==> src/rtl/uart_tx_pkg.sv <==
// Shared types and helpers for the UART transmit frame engine.
// Holds the FSM state encoding, parity-type constants and a frame length helper.
package uart_tx_pkg;

    typedef enum logic [2:0] {
        ST_IDLE,
        ST_START,
        ST_DATA,
        ST_PARITY,
        ST_STOP
    } tx_state_t;

    localparam logic PAR_EVEN = 1'b0;
    localparam logic PAR_ODD  = 1'b1;

    // Line bits in one frame: start + data + optional parity + one or two stops.
    function automatic int unsigned frame_bits(input int unsigned data_width,
                                               input logic        par_en,
                                               input logic        stop2);
        return 32'd2 + data_width + {31'd0, par_en} + {31'd0, stop2};
    endfunction

endpackage

==> src/rtl/uart_parity_calc.sv <==
// Combinational even/odd parity over a data word.
// Present only when UART_TX_PARITY_EN is defined; otherwise the file is empty.
`ifdef UART_TX_PARITY_EN
module uart_parity_calc
    import uart_tx_pkg::*;
#(
    parameter int DATA_WIDTH = 8
) (
    input  logic [DATA_WIDTH-1:0] data,
    input  logic                  par_typ,
    output logic                  parity
);

    assign parity = (^data) ^ (par_typ == PAR_ODD);

endmodule
`endif

==> src/rtl/uart_tx_frame.sv <==
// UART transmit frame engine: start, LSB-first data, optional parity, 1/2 stop bits.
// Parity support is compiled in only when UART_TX_PARITY_EN is defined.
//
// state     | meaning
// ----------+-----------------------------------------------
// ST_IDLE   | line high, READY high, waiting for a word
// ST_START  | driving the start bit (0)
// ST_DATA   | driving data bit bit_cnt, LSB first
// ST_PARITY | driving the parity bit of the latched word
// ST_STOP   | driving stop bit(s); READY on the very last cycle
module uart_tx_frame
    import uart_tx_pkg::*;
#(
    parameter int DATA_WIDTH   = 8,
    parameter int CLKS_PER_BIT = 1
) (
    input  logic                  CLK,
    input  logic                  RST,
    input  logic [DATA_WIDTH-1:0] P_DATA,
    input  logic                  DATA_VALID,
    input  logic                  PAR_EN,
    input  logic                  PAR_TYP,
    input  logic                  STOP2,
    output logic                  READY,
    output logic                  BUSY,
    output logic                  TX_OUT
);

    localparam int CW = $clog2(CLKS_PER_BIT) + 1;
    localparam int BW = $clog2(DATA_WIDTH);
    localparam logic [CW-1:0] CYC_LAST = CW'(CLKS_PER_BIT - 1);
    localparam logic [BW-1:0] BIT_LAST = BW'(DATA_WIDTH - 1);

    tx_state_t             state, state_nxt;
    logic [CW-1:0]         cyc_cnt, cyc_nxt;
    logic [BW-1:0]         bit_cnt, bit_nxt;
    logic [DATA_WIDTH-1:0] data_reg;
    logic                  stop2_reg;
    logic                  parity_bit;
    logic                  bit_end;
    logic                  last_stop;
    logic                  accept;
    logic                  tx_nxt;

`ifdef UART_TX_PARITY_EN
    logic par_en_reg;
    logic par_typ_reg;

    uart_parity_calc #(
        .DATA_WIDTH(DATA_WIDTH)
    ) u_parity (
        .data    (data_reg),
        .par_typ (par_typ_reg),
        .parity  (parity_bit)
    );
`else
    logic unused_par_inputs;

    assign unused_par_inputs = PAR_EN ^ PAR_TYP;
    assign parity_bit        = 1'b1;
`endif

    assign bit_end   = (cyc_cnt == CYC_LAST);
    // In STOP the bit counter indexes the stop bit: 0 for the first, 1 for the second.
    assign last_stop = (state == ST_STOP) && bit_end && (bit_cnt == BW'(stop2_reg));
    assign READY     = (state == ST_IDLE) || last_stop;
    assign accept    = DATA_VALID && READY;
    assign BUSY      = (state != ST_IDLE);

    always_comb begin
        state_nxt = state;
        cyc_nxt   = bit_end ? '0 : cyc_cnt + 1'b1;
        bit_nxt   = bit_cnt;
        tx_nxt    = 1'b1;

        case (state)
            ST_IDLE: begin
                cyc_nxt = '0;
                if (accept) state_nxt = ST_START;
            end
            ST_START: begin
                if (bit_end) begin
                    state_nxt = ST_DATA;
                    bit_nxt   = '0;
                end
            end
            ST_DATA: begin
                if (bit_end) begin
                    if (bit_cnt == BIT_LAST) begin
                        bit_nxt = '0;
`ifdef UART_TX_PARITY_EN
                        state_nxt = par_en_reg ? ST_PARITY : ST_STOP;
`else
                        state_nxt = ST_STOP;
`endif
                    end else begin
                        bit_nxt = bit_cnt + 1'b1;
                    end
                end
            end
`ifdef UART_TX_PARITY_EN
            ST_PARITY: begin
                if (bit_end) state_nxt = ST_STOP;
            end
`endif
            ST_STOP: begin
                if (bit_end) begin
                    if (last_stop) begin
                        state_nxt = accept ? ST_START : ST_IDLE;
                        bit_nxt   = '0;
                    end else begin
                        bit_nxt = bit_cnt + 1'b1;
                    end
                end
            end
            default: state_nxt = ST_IDLE;
        endcase

        // The line is registered, so it is driven from the state being entered.
        case (state_nxt)
            ST_START:  tx_nxt = 1'b0;
            ST_DATA:   tx_nxt = data_reg[bit_nxt];
            ST_PARITY: tx_nxt = parity_bit;
            default:   tx_nxt = 1'b1;
        endcase
    end

    always_ff @(posedge CLK or negedge RST) begin
        if (!RST) begin
            state   <= ST_IDLE;
            cyc_cnt <= '0;
            bit_cnt <= '0;
            TX_OUT  <= 1'b1;
        end else begin
            state   <= state_nxt;
            cyc_cnt <= cyc_nxt;
            bit_cnt <= bit_nxt;
            TX_OUT  <= tx_nxt;
        end
    end

    always_ff @(posedge CLK or negedge RST) begin
        if (!RST) begin
            data_reg  <= '0;
            stop2_reg <= 1'b0;
`ifdef UART_TX_PARITY_EN
            par_en_reg  <= 1'b0;
            par_typ_reg <= 1'b0;
`endif
        end else if (accept) begin
            data_reg  <= P_DATA;
            stop2_reg <= STOP2;
`ifdef UART_TX_PARITY_EN
            par_en_reg  <= PAR_EN;
            par_typ_reg <= PAR_TYP;
`endif
        end
    end

endmodule

==> config.mk <==
export PLATFORM = sky130hd
export DESIGN_NAME = uart_tx_frame
export DESIGN_NICKNAME = d
export VERILOG_FILES = /design/src/rtl/uart_tx_pkg.sv /design/src/rtl/uart_parity_calc.sv /design/src/rtl/uart_tx_frame.sv
export SDC_FILE = /design/constraint.sdc
export NUM_CORES = 1
export LEC_CHECK = 0
export BUFFER_PORTS_ARGS = -buffer_cell sky130_fd_sc_hd__buf_2
export CORE_ASPECT_RATIO = 0.7
export CORE_MARGIN = 2
export CORE_UTILIZATION = 35
export DETAILED_ROUTE_END_ITERATION = 10
export HOLD_SLACK_MARGIN = 0.1
export PLACE_DENSITY = 0.59
export SETUP_SLACK_MARGIN = 0.5
export SYNTH_ARGS = -nofsm -noshare
export SYNTH_HDL_FRONTEND = slang
export SYNTH_SLANG_ARGS = --single-unit
==> constraint.sdc <==
create_clock -name CLK -period 2.3 [get_ports CLK]
set_clock_uncertainty 0.2 [all_clocks]
set_input_delay 0.23 -clock CLK [delete_from_list [all_inputs] [get_ports CLK]]
set_output_delay 0.23 -clock CLK [all_outputs]
set_load 0.02 [all_outputs]
**Yosys cells after proc, flatten, opt, wreduce, memory -nomap -nowiden**

Index checks and enable logic that the tools add are counted.

- Flip-flop bits (word level): 17
- Latch bits: 0
- RAM bits: 0
- Bits in read-only memories: 0
- Input bits: 14
- Output and inout port bits: 3
- Word-level logic and storage cells: 42
- Memories: 0

- Add/sub/neg operators: 2
- $mul: 0
- Div/mod/pow operators: 0
- $lt $le $gt $ge: 1
- Equality and inequality tests: 7
- Shift operators: 0
- Muxes and demuxes: 19
- Bitwise operators: 1
- Reduce and logical (&&, ||, !) cells: 6

Operators by type and width:

| cell | count |
|---|---|
| two-way mux 3 bit | 11 |
| one-hot mux 3 bit (4 select lines) | 1 |
| one-hot mux 3 bit (3 select lines) | 1 |
| equality test 3 x 1 -> 1 bit, second input constant | 2 |
| equality test 3 x 2 -> 1 bit, second input constant | 2 |
| equality test 3 bit, second input constant | 2 |
| less-than comparator 3 x 4 -> 1 bit, second input constant | 1 |
| two-way mux 1 bit | 4 |
| adder 3 x 1 -> 3 bit, second input constant | 1 |
| binary-select mux 1 bit (select 3 bit) | 1 |
| equality test 3 x 1 -> 1 bit | 1 |
| logical AND 1 bit | 3 |
| logical NOT 3 bit | 1 |
| nonzero test 3 bit | 1 |
| one-hot mux 1 bit (2 select lines) | 1 |
| adder 1 bit, second input constant | 1 |
| logical OR 1 bit | 1 |
| NOT 1 bit | 1 |

**Depth between registers and ports, before layout**

- Depth in word-level cells: 11
- Gate-level depth with buffers: 7

**Worst setup path after synthesis**

No wires, ideal clock.

- Path type: reg-to-reg
- Start point: reg bit_cnt[0]
- End point: reg TX_OUT
- Setup time: 0.080 ns
- Data arrival time: 1.899 ns
- Setup slack: 0.121 ns
- Stages on the path, launching flop included: 8
- Path buffers: 0
- Clock period less this slack: 2.179 ns
- Path through: dfrtp_1 > ha_1 > ha_1 > nor4b_2 > o31a_2 > mux2i_1 > o22ai_1 > o2111a_1

- Elaborated cells on any way between the ends: 24
- Those cells by class: add/sub (1); eq/ne (4); mux (16); reduce/logical (3)

RTL lines:

| element | RTL line | source |
|---|---|---|
| from (decl) | uart_tx_frame.sv:36 | `logic [BW-1:0] bit_cnt, bit_nxt;` |
| from (signal assigned) | uart_tx_frame.sv:137 | `bit_cnt <= bit_nxt;` |
| branches (longest 4 deep; another with adder 3 x 1 -> 3 bit) | -- |  |
| one-hot mux 3 bit (3 select lines) (*) | uart_tx_frame.sv:76 | `case (state)` |
| named net bit_nxt[0] | uart_tx_frame.sv:36 |  |
| binary-select mux 1 bit (select 3 bit) (*) | uart_tx_frame.sv:122 | `ST_DATA: tx_nxt = data_reg[bit_nxt];` |
| two-way mux 1 bit (not written as such) (*) | uart_tx_frame.sv:122 |  |
| one-hot mux 1 bit (2 select lines) (*) | uart_tx_frame.sv:120 | `case (state_nxt)` |
| named net tx_nxt | uart_tx_frame.sv:43 | `logic tx_nxt;` |
| to (signal assigned) | uart_tx_frame.sv:138 | `TX_OUT <= tx_nxt;` |
| to (decl) | uart_tx_frame.sv:26 | `output logic TX_OUT` |

Mark *: on every way through the listed nets, which the timed path passes. The select of a mux whose other input is x is not followed.
A chain may end at the register's enable or synchronous reset.

**Worst setup path after layout**

Ends and elaborated chain as after synthesis.

==> impl_metrics.ini <==
[synth]
yosys_warnings = 0
ys_types = 28
synthesis.area_um2 = 903
synth_seq_cells = 16
synthArstFlopShare_pct = 100
synth_seq_area_share_pct = 44.5
synth-edff-count = 0
synthCells = 79
synth_fp_nets = 95
synth_flop_cell = dfrtp_1
synth_area_per_cell_um2 = 11.4

[timing]
fmax_mhz = 488
fin_ws_ps = 250
rsz0062_at_grt = true
period_minus_slack_ps = 2050
holdWs_ps = 221
fin_crit_sh_pct = 89.1
max_slew_margin_pct = 75.6
slew_violations = 0
setup_viol = 0
tightest_slew_ps = 366
hold_viol_final = 0
fin_setup_tns_ps = 0

[critical_path]
max_stage_delay_ps = 440
critPathBufInv = 0
cp-end-kind = flip-flop
cp.arrival_ps = 2030
reg2reg_from = bit_cnt[0]
cp_slowest_cell = dfrtp_2
crit_type = reg2reg
r2r_setup_slack_ps = 250
rr_endpoint = TX_OUT
r2r_cells = 7
crit_fanout = 4
crit_path_start_kind = flip-flop
cp_cell_sequence = ha_2 > ha_4 > nor4b_4 > o31a_2 > mux2i_1 > o22ai_1 > o2111a_1
path_delay_family = compound AO/OA/AOI/OAI gates
worstPathRequired_ps = 2280

[clocking]
root_buffer = clkbuf_8
h-tree-depth = 1
numCtsBuffers = 3
clkLatencyLatePin_ps = 250
cts.clk_slew.worst_paths_ps = 60
clock_path_buffers = 2
cts_num_sinks = 16
cts_tree = yes

[grt]
grt_pass1_vias = 637
grt_pass1_wl_mm = 3.02
track_usage_pct = 13.9
grt_antenna_before_repair = 0
grt_overflow_total = 0
grt_max_degree = 17

[die]
io_pins = 17
core_um2 = 2460
die_area_um2 = 3010
chipWidth_um = 64.7
rows = 15
die_h_um = 46.5
initial_utilization_pct = 36.7

[place]
place_ws_ps = 165
placed_cell_area_um2 = 1040
placedCellCount = 127
portBuffers = 14
gp_congestion = 0.796
dp_hpwl_mm = 1.29

[final_layout]
n_antenna_cell = 0
largest_reg_flops = 8
drive_gt1_share_pct = 45.5
area_delta_synth_final_pct = 38.1
nFillCells = 207
final_nets = 127
design_area_um2 = 1250
layout.cells.non_filler = 144

[drt]
firstDrtPassIters = 4
via_per_inst = 4.70
via_count = 677
drc = 0
first_iter_violations = 36
ant_nets = 0
wl_per_cell_um = 12.1
routed_wl_mm = 1.74

[outcome]
status = finished, final reports clean

[power_and_ir_drop]
power_density_nw_per_um2 = 1350
ir_drop_mv = 0.549
power_leakage_nw = 0.554

[flow_run]
maxCapViolations = 0

[hold_path]
holdCritPathClass = in2async
[kinds of logic (layout without fill, tap and decap cells)]
kind of cell             after synthesis  in the layout  share of synthesized area, %
adder cells (fa/ha/maj)                3              3                          4.02
multiplexers                          13             13                          15.9
buffers and inverters                 11             42                          7.20
flip-flops                            16             16                          44.5
AO/OA/AOI/OAI                         14             14                          15.1
XOR/XNOR                               1              1                         0.970
AND/OR/NAND/NOR                       21             21                          12.3
[worst max-delay path by stage]
| stage | start | depth (start not counted) | to |
|---|---|---|---|
| 6_report | bit_cnt[0] | 7 | TX_OUT |
| 4_1_cts | bit_cnt[0] | 7 | TX_OUT |
| 5_1_grt | bit_cnt[0] | 7 | TX_OUT |
| 2_1_floorplan | bit_cnt[0] | 7 | TX_OUT |
| 3_3_place_gp | bit_cnt[0] | 7 | TX_OUT |
| 3_5_place_dp | bit_cnt[0] | 7 | TX_OUT |
[Yosys cell counts, drive strengths merged (2+ instances only)]
master | count | area (um2)
buf | 4 | 38.8
dfrtp | 15 | 375
ha | 2 | 25.0
inv | 7 | 26.3
mux2 | 11 | 124
mux2i | 2 | 20.0
nand2 | 7 | 26.3
nand3 | 2 | 10.0
nor2 | 6 | 22.5
o21ai | 5 | 25.0
o22ai | 2 | 12.5
[worst register-to-register path: cells and delay by family, from the launching register on]
| family | cells | cell delay, ps |
|---|---|---|
| compound gates | 3 | 520 |
| simple gates | 1 | 230 |
| mux | 1 | 200 |
| flops | 1 | 440 |
| fa+ha+maj | 2 | 380 |
[per-layer routing]
| layer | vias to the layer above | routed length [um] | global-route usage, % |
|---|---|---|---|
| met5 | - | 0 | 0 |
| met4 | 0 | 29 | 6.38 |
| met3 | 4 | 90 | 4.40 |
| met2 | 20 | 708 | 21.0 |
| met1 | 308 | 914 | 18.3 |
| li1 | 345 | - | - |
[report_power, final]
part	leakage (nW)	switching, mW	internal [mW]	total (mW)
logic	0.334	0.451	0.471	0.922
clock network	0.0288	0.0948	0.152	0.247
registers	0.192	0.0957	0.423	0.518
[metrics by stage]
step                total power, mW  util, %
finish                         1.69     50.7
detailed placement             1.36     42.4
floorplan                      1.20        -
CTS                            1.68     50.5
global route                   1.83     50.7
global placement               1.34     42.4
[timing repair]
action                     CTS  global route
pin swaps                    3             1
hold buffers                11             0
gates resized for setup      5             1
buffers inserted             2             0
hold endpoints to repair    26             0
setup endpoints to repair   12            12
[area by class of cell]
class | instances | area, um2 | area share, %
multi-input combinational | 52 | 495 | 39.7
inverter | 7 | 26.3 | 2.11
tap | 34 | 42.5 | 3.41
sequential | 16 | 403 | 32.3
timing repair buffer | 31 | 225 | 18.1
clock buffer | 4 | 55.1 | 4.41
[layout by cell type (no fill, tap or decap), drive strengths merged, types with 2 or more instances in the layout]
cell type and n:
nand2 7, dfrtp 15, o22ai 2, nand3 2
clkbuf 4, ha 2, mux2 11, buf 20
o21ai 5, inv 7, nor2 6, dlygate4sd3 11
mux2i 2
No activity file was read; power rests on OpenSTA's default activity.
